<file path="src/rtl/rom_arbiter.sv">
// rtl/rom_arbiter.sv - two-requester round-robin arbiter for a shared synchronous-read ROM
module rom_arbiter #(
    parameter int ADDR_W = 4,
    parameter int DATA_W = 4
) (
    input  logic              clk,
    input  logic              rst,
    input  logic              req0_valid,
    input  logic [ADDR_W-1:0] req0_addr,
    output logic              req0_ready,
    output logic              rsp0_valid,
    output logic [DATA_W-1:0] rsp0_data,
    input  logic              rsp0_ready,
    input  logic              req1_valid,
    input  logic [ADDR_W-1:0] req1_addr,
    output logic              req1_ready,
    output logic              rsp1_valid,
    output logic [DATA_W-1:0] rsp1_data,
    input  logic              rsp1_ready,
    output logic [ADDR_W-1:0] rom_addr,
    output logic              rom_re,
    input  logic [DATA_W-1:0] rom_data
);

    logic ptr;
    logic inflight;
    logic inflight_id;
    logic elig0;
    logic elig1;
    logic grant0;
    logic grant1;
    logic cap0;
    logic cap1;

    // A requester may only be granted once its response slot is free or being drained
    always_comb begin
        elig0 = req0_valid & ~(inflight & ~inflight_id) & (~rsp0_valid | rsp0_ready);
        elig1 = req1_valid & ~(inflight & inflight_id) & (~rsp1_valid | rsp1_ready);
        grant0 = ~rst & elig0 & (~elig1 | ~ptr);
        grant1 = ~rst & elig1 & (~elig0 | ptr);
    end

    always_comb begin
        req0_ready = grant0;
        req1_ready = grant1;
        rom_re     = grant0 | grant1;
        rom_addr   = '0;
        if (grant0) begin
            rom_addr = req0_addr;
        end else if (grant1) begin
            rom_addr = req1_addr;
        end
    end

    assign cap0 = inflight & ~inflight_id;
    assign cap1 = inflight & inflight_id;

    always_ff @(posedge clk or posedge rst) begin
        if (rst) begin
            ptr         <= 1'b0;
            inflight    <= 1'b0;
            inflight_id <= 1'b0;
        end else begin
            if (grant0) begin
                ptr <= 1'b1;
            end else if (grant1) begin
                ptr <= 1'b0;
            end
            inflight    <= grant0 | grant1;
            inflight_id <= grant1;
        end
    end

    // A capture at the same edge as a consume reloads the slot and keeps it valid
    always_ff @(posedge clk or posedge rst) begin
        if (rst) begin
            rsp0_valid <= 1'b0;
            rsp0_data  <= '0;
        end else if (cap0) begin
            rsp0_valid <= 1'b1;
            rsp0_data  <= rom_data;
        end else if (rsp0_ready) begin
            rsp0_valid <= 1'b0;
        end
    end

    always_ff @(posedge clk or posedge rst) begin
        if (rst) begin
            rsp1_valid <= 1'b0;
            rsp1_data  <= '0;
        end else if (cap1) begin
            rsp1_valid <= 1'b1;
            rsp1_data  <= rom_data;
        end else if (rsp1_ready) begin
            rsp1_valid <= 1'b0;
        end
    end

endmodule
</file>
<file path="config.mk">
export PLATFORM = sky130hd
export DESIGN_NAME = rom_arbiter
export DESIGN_NICKNAME = d
export VERILOG_FILES = /design/src/rtl/rom_arbiter.sv
export SDC_FILE = /design/constraint.sdc
export NUM_CORES = 1
export LEC_CHECK = 0
export ABC_AREA = 1
export BUFFER_PORTS_ARGS = -buffer_cell sky130_fd_sc_hd__buf_2
export CAP_MARGIN = 20
export CORE_MARGIN = 2
export CORE_UTILIZATION = 40
export CTS_CLUSTER_SIZE = 14
export DETAILED_ROUTE_END_ITERATION = 16
export MAX_ROUTING_LAYER = met4
export PLACE_DENSITY = 0.72
export SYNTH_ARGS = -nofsm -noshare
export SYNTH_HDL_FRONTEND = slang
export SYNTH_SLANG_ARGS = --single-unit
</file>
<file path="constraint.sdc">
create_clock -name clk -period 2.2 [get_ports clk]
set_input_delay 0.33 -clock clk [delete_from_list [all_inputs] [get_ports clk]]
set_output_delay 0.33 -clock clk [all_outputs]
set_load 0.01 [all_outputs]
</file>
==> results.cfg, run 1 <==
[setup_path]
slowest_stage = dfrtp_1
path_common_cell = nand2_1
cp-start-kind = register
cp_slowest_stage_delay_ns = 0.39
crit_buf_inv = 2
crit_family = simple AND/OR/NAND/NOR gates
worst_ep_required_time_ns = 1.87
cp_cell_sequence = nand2_1 > nand4_2 > inv_2 > nand3_1 > nand2_1 > buf_2
crit_path_end_kind = output pin
worstPathArrival_ns = 1.56
crit_fanout = 11
critPathKind = register to output pin

[synthesis]
muxShareOfSynthArea = 0
yosysTopAreaCellShare = 0.5118
synth_cells = 72
yosysSeqAreaShare = 0.5118
synth_nets = 90
ys_seq_elements = 13
yosysTopAreaCell = dfrtp_1
syn_area_per_cell_um2 = 8.828
synth_fa_ha_area_frac = 0
synth.area.top_cells = dfrtp_1, nand2_1, nand3_1, o21ai_0, inv_1
synthSimpleGateAreaFrac = 0.3189
syn_area_um2 = 635.6
synth_compound_area_frac = 0.06299
yosysWarnings = 0
synth_xor_area_frac = 0
synth_top_family_by_area = simple AND/OR/NAND/NOR gates
synth_cell_types = 14

[sta]
period_needed_ns = 1.889
grt_setup_unrepaired = no
tightest_slew_ns = 0.3685
max_freq_mhz = 529.5
finalHoldViolCount = 0
clock_skew_ns = 0.001684
hold_ws_ns = 0.02252
fin_crit_sh = 0.8584
tns_ns = 0
slew_violations = 0
slew_headroom = 0.7537
finalSetupViolCount = 0

[cts]
clk_pin_slew_ns = 0.07
cts_root_buf = clkbuf_4
clk_latency_ns = 0.27
cts_setup_buffers = 0
clockBufferDepth = 2
cts_sinks = 13
cts_tree = yes
cts_inserted_buffers = 3
hold_buffers = 0
htree_num_levels = 1
cts-resized-gates = 0

[final_layout]
final_area_um2 = 829.5
area_delta_synth_final_pct = 30.51
fin_nets = 127
fillerInstances = 145
antenna_cells = 0
finalNonFillerCells = 124
drive_gt1_frac = 0.4259

[detailed_routing]
wl_per_cell_um = 10.45
drcViolationCount = 0
dr.pass1.iters = 6
drt-initial-drc-count = 12
vias_per_cell = 4.871
routed_wl_um = 1296
route.antenna.remaining_nets = 0
vias = 604

[placement]
place_congestion = 0.7053
post-dp-hpwl_um = 1067
dpl.cell_count = 120
port_buffers = 34
dpl_cell_area_um2 = 803.3

[die]
core_area_um2 = 1506
io-pin-count = 35
die-height_um = 43.86
initial_core_util = 0.4219
dieArea_um2 = 1924
rows = 14
die_w_um = 43.86

[global_routing]
grt-ovfl-total = 0
track_usage = 0.1581
met2_usage = 0.2353
grt_pass1_wl_um = 2125
grt_use_met3 = 0.05000
grtUsageMet1 = 0.1864
grt_max_degree = 16
antenna_found_initial = 0
busiest_layer = met2
grt_pass1_vias = 534

[power_and_ir_drop]
p_leak_nw = 0.5083
ir_worst_vdd_mv = 0.4588
p_per_area_nw_per_um2 = 834.1

[job]
cap_violations = 0

[hold_path]
hold_class = primary input to asynchronous set/reset pin

[status]
status = completed
-- area by class of cell --
cell class	instances	area (um2)	share of cell area
well taps	16	20.02	0.02413
inverters	12	45.04	0.05430
repair buffers	34	170.2	0.2051
multi-input cells	45	242.7	0.2926
clock buffers	4	26.28	0.03167
flip-flops and latches	13	325.3	0.3922
-- cells by family after synthesis --
| kind of cell | count (synthesis) |
|---|---|
| flops | 13 |
| buf+inv | 14 |
| compound gates | 8 |
| simple gates | 37 |
-- through the flow --
step	power, mW	utilization	worst slack (ns)
3_3_place_gp	0.5512	0.5332	0.6127
2_1_floorplan	0.4652	-	0.9188
6_report	0.6919	0.5507	0.3115
3_5_place_dp	0.5575	0.5332	0.5714
5_1_grt	0.7467	0.5507	0.1545
4_1_cts	0.7030	0.5507	0.2884
-- routing by layer --
metal,vias up,share of wire,wire length [um]
met5,-,0,0
met4,0,0.020,26
met3,4,0.063,82
met2,24,0.51,655
met1,272,0.41,532
li1,304,-,-
-- flip-flops by register name, summed over array words and instances (netlist names) --
register / count
inflight: 1
inflight_id: 1
ptr: 1
rsp0_data: 4
rsp0_valid: 1
rsp1_data: 4
rsp1_valid: 1
-- cells in the final DEF, fill, tap and decap left out --
| cell | instances |
|---|---|
| buf_2 | 34 |
| clkbuf_1 | 1 |
| clkbuf_4 | 3 |
| dfrtp_1 | 13 |
| inv_1 | 10 |
| inv_2 | 2 |
| nand2_1 | 18 |
| nand2_2 | 3 |
| nand3_1 | 9 |
| nand3_2 | 1 |
| nand4_1 | 2 |
| nand4_2 | 1 |
| nand4_4 | 1 |
| nor2_1 | 1 |
| nor2_4 | 1 |
| o21ai_0 | 8 |
-- cell usage after synthesis --
master,number
o21ai_0,8
nand4_2,1
buf_6,2
dfrtp_1,13
nand2_2,3
nand4_1,2
nor2_4,1
nand3_2,1
nor2_1,1
inv_2,2
nand4_4,1
inv_1,10
nand2_1,18
nand3_1,9
-- power breakdown --
group | leakage, nW | internal (mW) | total, mW | switching, mW
clock | 0.0150 | 0.0703 | 0.143 | 0.0728
sequential | 0.162 | 0.299 | 0.332 | 0.0327
combinational | 0.332 | 0.0921 | 0.217 | 0.125
-- worst register-to-register path: cells and delay by family, from the launching register on --
family        cells  cell delay (ns)
simple gates      4             0.69
flops             1             0.39
-- final timing paths --
check	to	startpoint	slack [ns]	cells past startpoint
max	rom_addr[0]	inflight	0.31	6
min	rsp0_valid	rst	0.02	2
max reg2reg	ptr	inflight	1.01	4
min reg2reg	rsp1_data[0]	rsp1_data[0]	0.48	2
max in group asynchronous	rsp0_data[1]	rst	1.95	2
min in group clk	rsp0_data[2]	rom_data[2]	0.32	3
No activity file was read; power rests on OpenSTA's default activity.
==> run 2, diff against run 1 <==
Clock period 2.2 ns to 2.1 ns, I/O delays scaled along.
==> results.cfg, run 2 (synthesized netlist as in run 1, its figures left out) <==
[sta]
slew_headroom = 0.7604
period_needed_ns = 1.857
grt_setup_unrepaired = no
hold_ws_ns = 0.004149
tns_ns = 0
finalSetupViolCount = 0
fin_crit_sh = 0.8843
max_freq_mhz = 538.5
tightest_slew_ns = 0.3585
finalHoldViolCount = 0
slew_violations = 0
clock_skew_ns = 0.002344

[cts]
htree_num_levels = 1
cts_setup_buffers = 0
cts_sinks = 13
cts_root_buf = clkbuf_4
cts_inserted_buffers = 3
clockBufferDepth = 2
hold_buffers = 0
clk_pin_slew_ns = 0.08
cts_tree = yes
clk_latency_ns = 0.27
cts-resized-gates = 0

[setup_path]
path_common_cell = nand2_1
crit_family = simple AND/OR/NAND/NOR gates
reg2regPathDepth = 4
crit_buf_inv = 2
r2r_end = ptr
worst_ep_required_time_ns = 1.78
worstPathArrival_ns = 1.54
crit_path_end_kind = output pin
cp_slowest_stage_delay_ns = 0.39
cp-start-kind = register
ff2ff_setup_slack_ns = 0.92
crit_fanout = 11
cp_cell_sequence = nand2_1 > nand4_2 > inv_2 > nand3_1 > nand2_1 > buf_2
r2r_start = inflight
critPathKind = register to output pin
slowest_stage = dfrtp_1

[final_layout]
final_common_cell = buf_2
fillerInstances = 151
multi_input_area_um2 = 242.7
drive_gt1_frac = 0.4352
fin_nets = 127
antenna_cells = 0
ff_latch_area_um2 = 325.3
area_delta_synth_final_pct = 30.71
final_cell_mix = buf_2, nand2_1, dfrtp_1
reg.largest.list = rsp0_data x4, rsp1_data x4

[detailed_routing]
vias = 588
wl_per_cell_um = 11.35
vias_per_cell = 4.742
drcViolationCount = 0
dr.pass1.iters = 4
route.antenna.remaining_nets = 0
routed_wl_um = 1408
drt-initial-drc-count = 15

[global_routing]
grt-ovfl-total = 0
track_usage = 0.1643
grt_pass1_vias = 509
grt_max_degree = 16
grt_pass1_wl_um = 2194
antenna_found_initial = 0

[power_and_ir_drop]
ir_worst_vdd_mv = 0.5432
p_per_area_nw_per_um2 = 884.1
finalPower_mw = 0.7345
p_leak_nw = 0.5110

[job]
cap_violations = 0

[die]
dieArea_um2 = 1924
io-pin-count = 35
die-height_um = 43.86
die_w_um = 43.86
rows = 14
core_area_um2 = 1506
initial_core_util = 0.4219

[placement]
port_buffers = 34
place_congestion = 0.7191
post-dp-hpwl_um = 1027

[hold_path]
hold_class = primary input to asynchronous set/reset pin

[status]
status = completed
==> run 2: layout make-up <==
type                            count  area share
Sequential cell                    13      0.3916
Multi-Input combinational cell     45      0.2922
Timing Repair Buffer               34      0.2048
Inverter                           12     0.05422
Clock buffer                        3     0.02711
Tap cell                           16     0.02410
Clock inverter                      1    0.006024
==> run 2: worst max path at each step <==
stage	from	end	cells after the start
final	inflight	rom_addr[0]	6
after global routing	inflight	rom_addr[1]	6
after CTS	inflight	rom_addr[0]	6
after detailed placement	rst	rom_addr[0]	7
after global placement	rst	rom_addr[0]	7
after floorplan	rst	rom_addr[0]	5
==> run 2: metrics by stage <==
step | cell area [um2] | cells | worst slack [ns] | utilization
after CTS | 830.8 | 124 | 0.2409 | 0.5515
after global placement | 803.3 | 120 | 0.5383 | 0.5332
after floorplan | 635.6 | 72 | 0.8488 | -
final | 830.8 | 124 | 0.2429 | 0.5515
after detailed placement | 803.3 | 120 | 0.5161 | 0.5332
after global routing | 830.8 | 124 | 0.1012 | 0.5515
==> run 2: metal layers <==
| metal | part of all wire | vias up | track usage |
|---|---|---|---|
| met5 | 0 | - | - |
| met1 | 0.42 | 258 | 0.1969 |
| met3 | 0.060 | 2 | 0.03333 |
| met2 | 0.51 | 26 | 0.2559 |
| met4 | 0.013 | 0 | 0.09091 |
| li1 | - | 302 | - |
==> run 2: power breakdown <==
part	switching (mW)	internal [mW]
combinational	0.131	0.0964
sequential	0.0383	0.313
clock	0.0847	0.0706
total	0.254	0.480
==> run 3, diff against run 2 <==
--- a/config.mk
+++ b/config.mk
@@ -14,2 +14,3 @@
 export DETAILED_ROUTE_END_ITERATION = 16
+export GPL_ROUTABILITY_DRIVEN = 0
 export MAX_ROUTING_LAYER = met4
==> constraint.sdc (replaced) <==
create_clock -name clk -period 2.1 [get_ports clk]
set_input_delay 0.21 -clock clk [delete_from_list [all_inputs] [get_ports clk]]
set_output_delay 0.21 -clock clk [all_outputs]
set_load 0.01 [all_outputs]
==> results.cfg, run 3 (synthesized netlist as in run 1, its figures left out) <==
[detailed_routing]
route.antenna.remaining_nets = 0
vias_per_cell = 4.608
vias = 576
dr.pass1.iters = 4
drt-initial-drc-count = 9
wl_per_cell_um = 10.42
routed_wl_um = 1302
drcViolationCount = 0

[final_layout]
final_cell_mix = buf_2, nand2_1, dfrtp_1
reg.largest.list = rsp0_data x4, rsp1_data x4
finalNonFillerCells = 125
multi_input_area_um2 = 242.7
final_area_um2 = 840.8
fin_nets = 128
drive_gt1_frac = 0.4312
fillerInstances = 155
ff_latch_area_um2 = 325.3
final_common_cell = buf_2
antenna_cells = 0
area_delta_synth_final_pct = 32.28

[setup_path]
cp-start-kind = primary input
r2r_start = inflight
crit_path_end_kind = output pin
worst_ep_required_time_ns = 1.89
critPathKind = primary input to output pin
crit_fanout = 15
startpoint = rst
worstPathArrival_ns = 1.70

[placement]
dpl_cell_area_um2 = 803.3
dpl.cell_count = 120
dp_worst_setup_slack_ns = 0.6522
port_buffers = 34
post-dp-hpwl_um = 1035

[global_routing]
grt_pass1_wl_um = 2049
grt_max_degree = 16
grt-ovfl-total = 0
track_usage = 0.1449
grt_pass1_vias = 490
antenna_found_initial = 0

[sta]
setup_ws_ns = 0.1936
tightest_slew_ns = 0.3495
tns_ns = 0
fin_crit_sh = 0.9078
period_needed_ns = 1.906
finalHoldViolCount = 0
max_freq_mhz = 524.5
grt_setup_unrepaired = no
clock_skew_ns = 0.001393
slew_violations = 0
finalSetupViolCount = 0
slew_headroom = 0.7664

[power_and_ir_drop]
p_per_area_nw_per_um2 = 868.2
ir_worst_vdd_mv = 0.4457
finalPower_mw = 0.7299
p_leak_nw = 0.5152

[cts]
cts_tree = yes
cts_inserted_buffers = 3
cts-resized-gates = 0
cts_root_buf = clkbuf_4
cts_sinks = 13
clk_latency_ns = 0.27
clk_pin_slew_ns = 0.08
htree_num_levels = 1
clockBufferDepth = 2

[die]
die-height_um = 43.86
initial_core_util = 0.4219
io-pin-count = 35
rows = 14
core_area_um2 = 1506
die_w_um = 43.86
dieArea_um2 = 1924

[hold_path]
hold_class = primary input to register
hp-start = rom_data[3]

[job]
cap_violations = 0

[status]
status = completed
[run 3: cell count changes in the layout (fill, tap and decap cells not counted), sizes merged]
cell	change
dlygate4sd3	+1
[run 3: area by class of cell]
class	count	share of cell area
sequential	13	0.3869
multi-input combinational	45	0.2887
timing repair buffer	35	0.2143
inverter	12	0.05357
clock buffer	3	0.02679
tap	16	0.02381
clock inverter	1	0.005952
[run 3: final timing paths]
kind	slack (ns)	cells past startpoint	end
max	0.19	8	rom_addr[2]
min	0.21	3	rsp1_data[3]
max reg2reg	0.93	4	ptr
min reg2reg	0.49	2	rsp0_data[3]
max in group asynchronous	1.41	3	rsp1_data[3]
min in group asynchronous	0.45	3	rsp0_valid
[run 3: power by group]
group / leakage [nW] / switching (mW) / total, mW / internal (mW)
Sequential: 0.162 / 0.0368 / 0.350 / 0.313
Clock: 0.0177 / 0.0809 / 0.151 / 0.0703
Combinational: 0.336 / 0.131 / 0.229 / 0.0977
[run 3: through the flow]
stage	hold WS, ns	utilization
floorplan	0.02793	-
global placement	0.2036	0.5332
detailed placement	0.2052	0.5332
CTS	0.2060	0.5581
global route	0.2191	0.5581
finish	0.2117	0.5581
[run 3: what timing repair did]
action	CTS	global route
endpoints found under the hold margin	13	0
hold buffers	1	0
setup buffers	0	0
[run 3: per-layer routing]
layer / part of all wire / GRT usage / up-vias
met1: 0.49 / 0.2000 / 255
met2: 0.46 / 0.2118 / 14
met5: 0 / - / -
met4: 0.011 / 0.05455 / 0
met3: 0.037 / 0.02500 / 2
li1: - / - / 305
[run 3: critical path: stages]
cell and delay [ns]:
dlygate4sd3_1 0.53, buf_2 0.14, inv_2 0.24, nand4_2 0.19, inv_2 0.12, nand3_1 0.07, nand2_1 0.07, buf_2 0.12
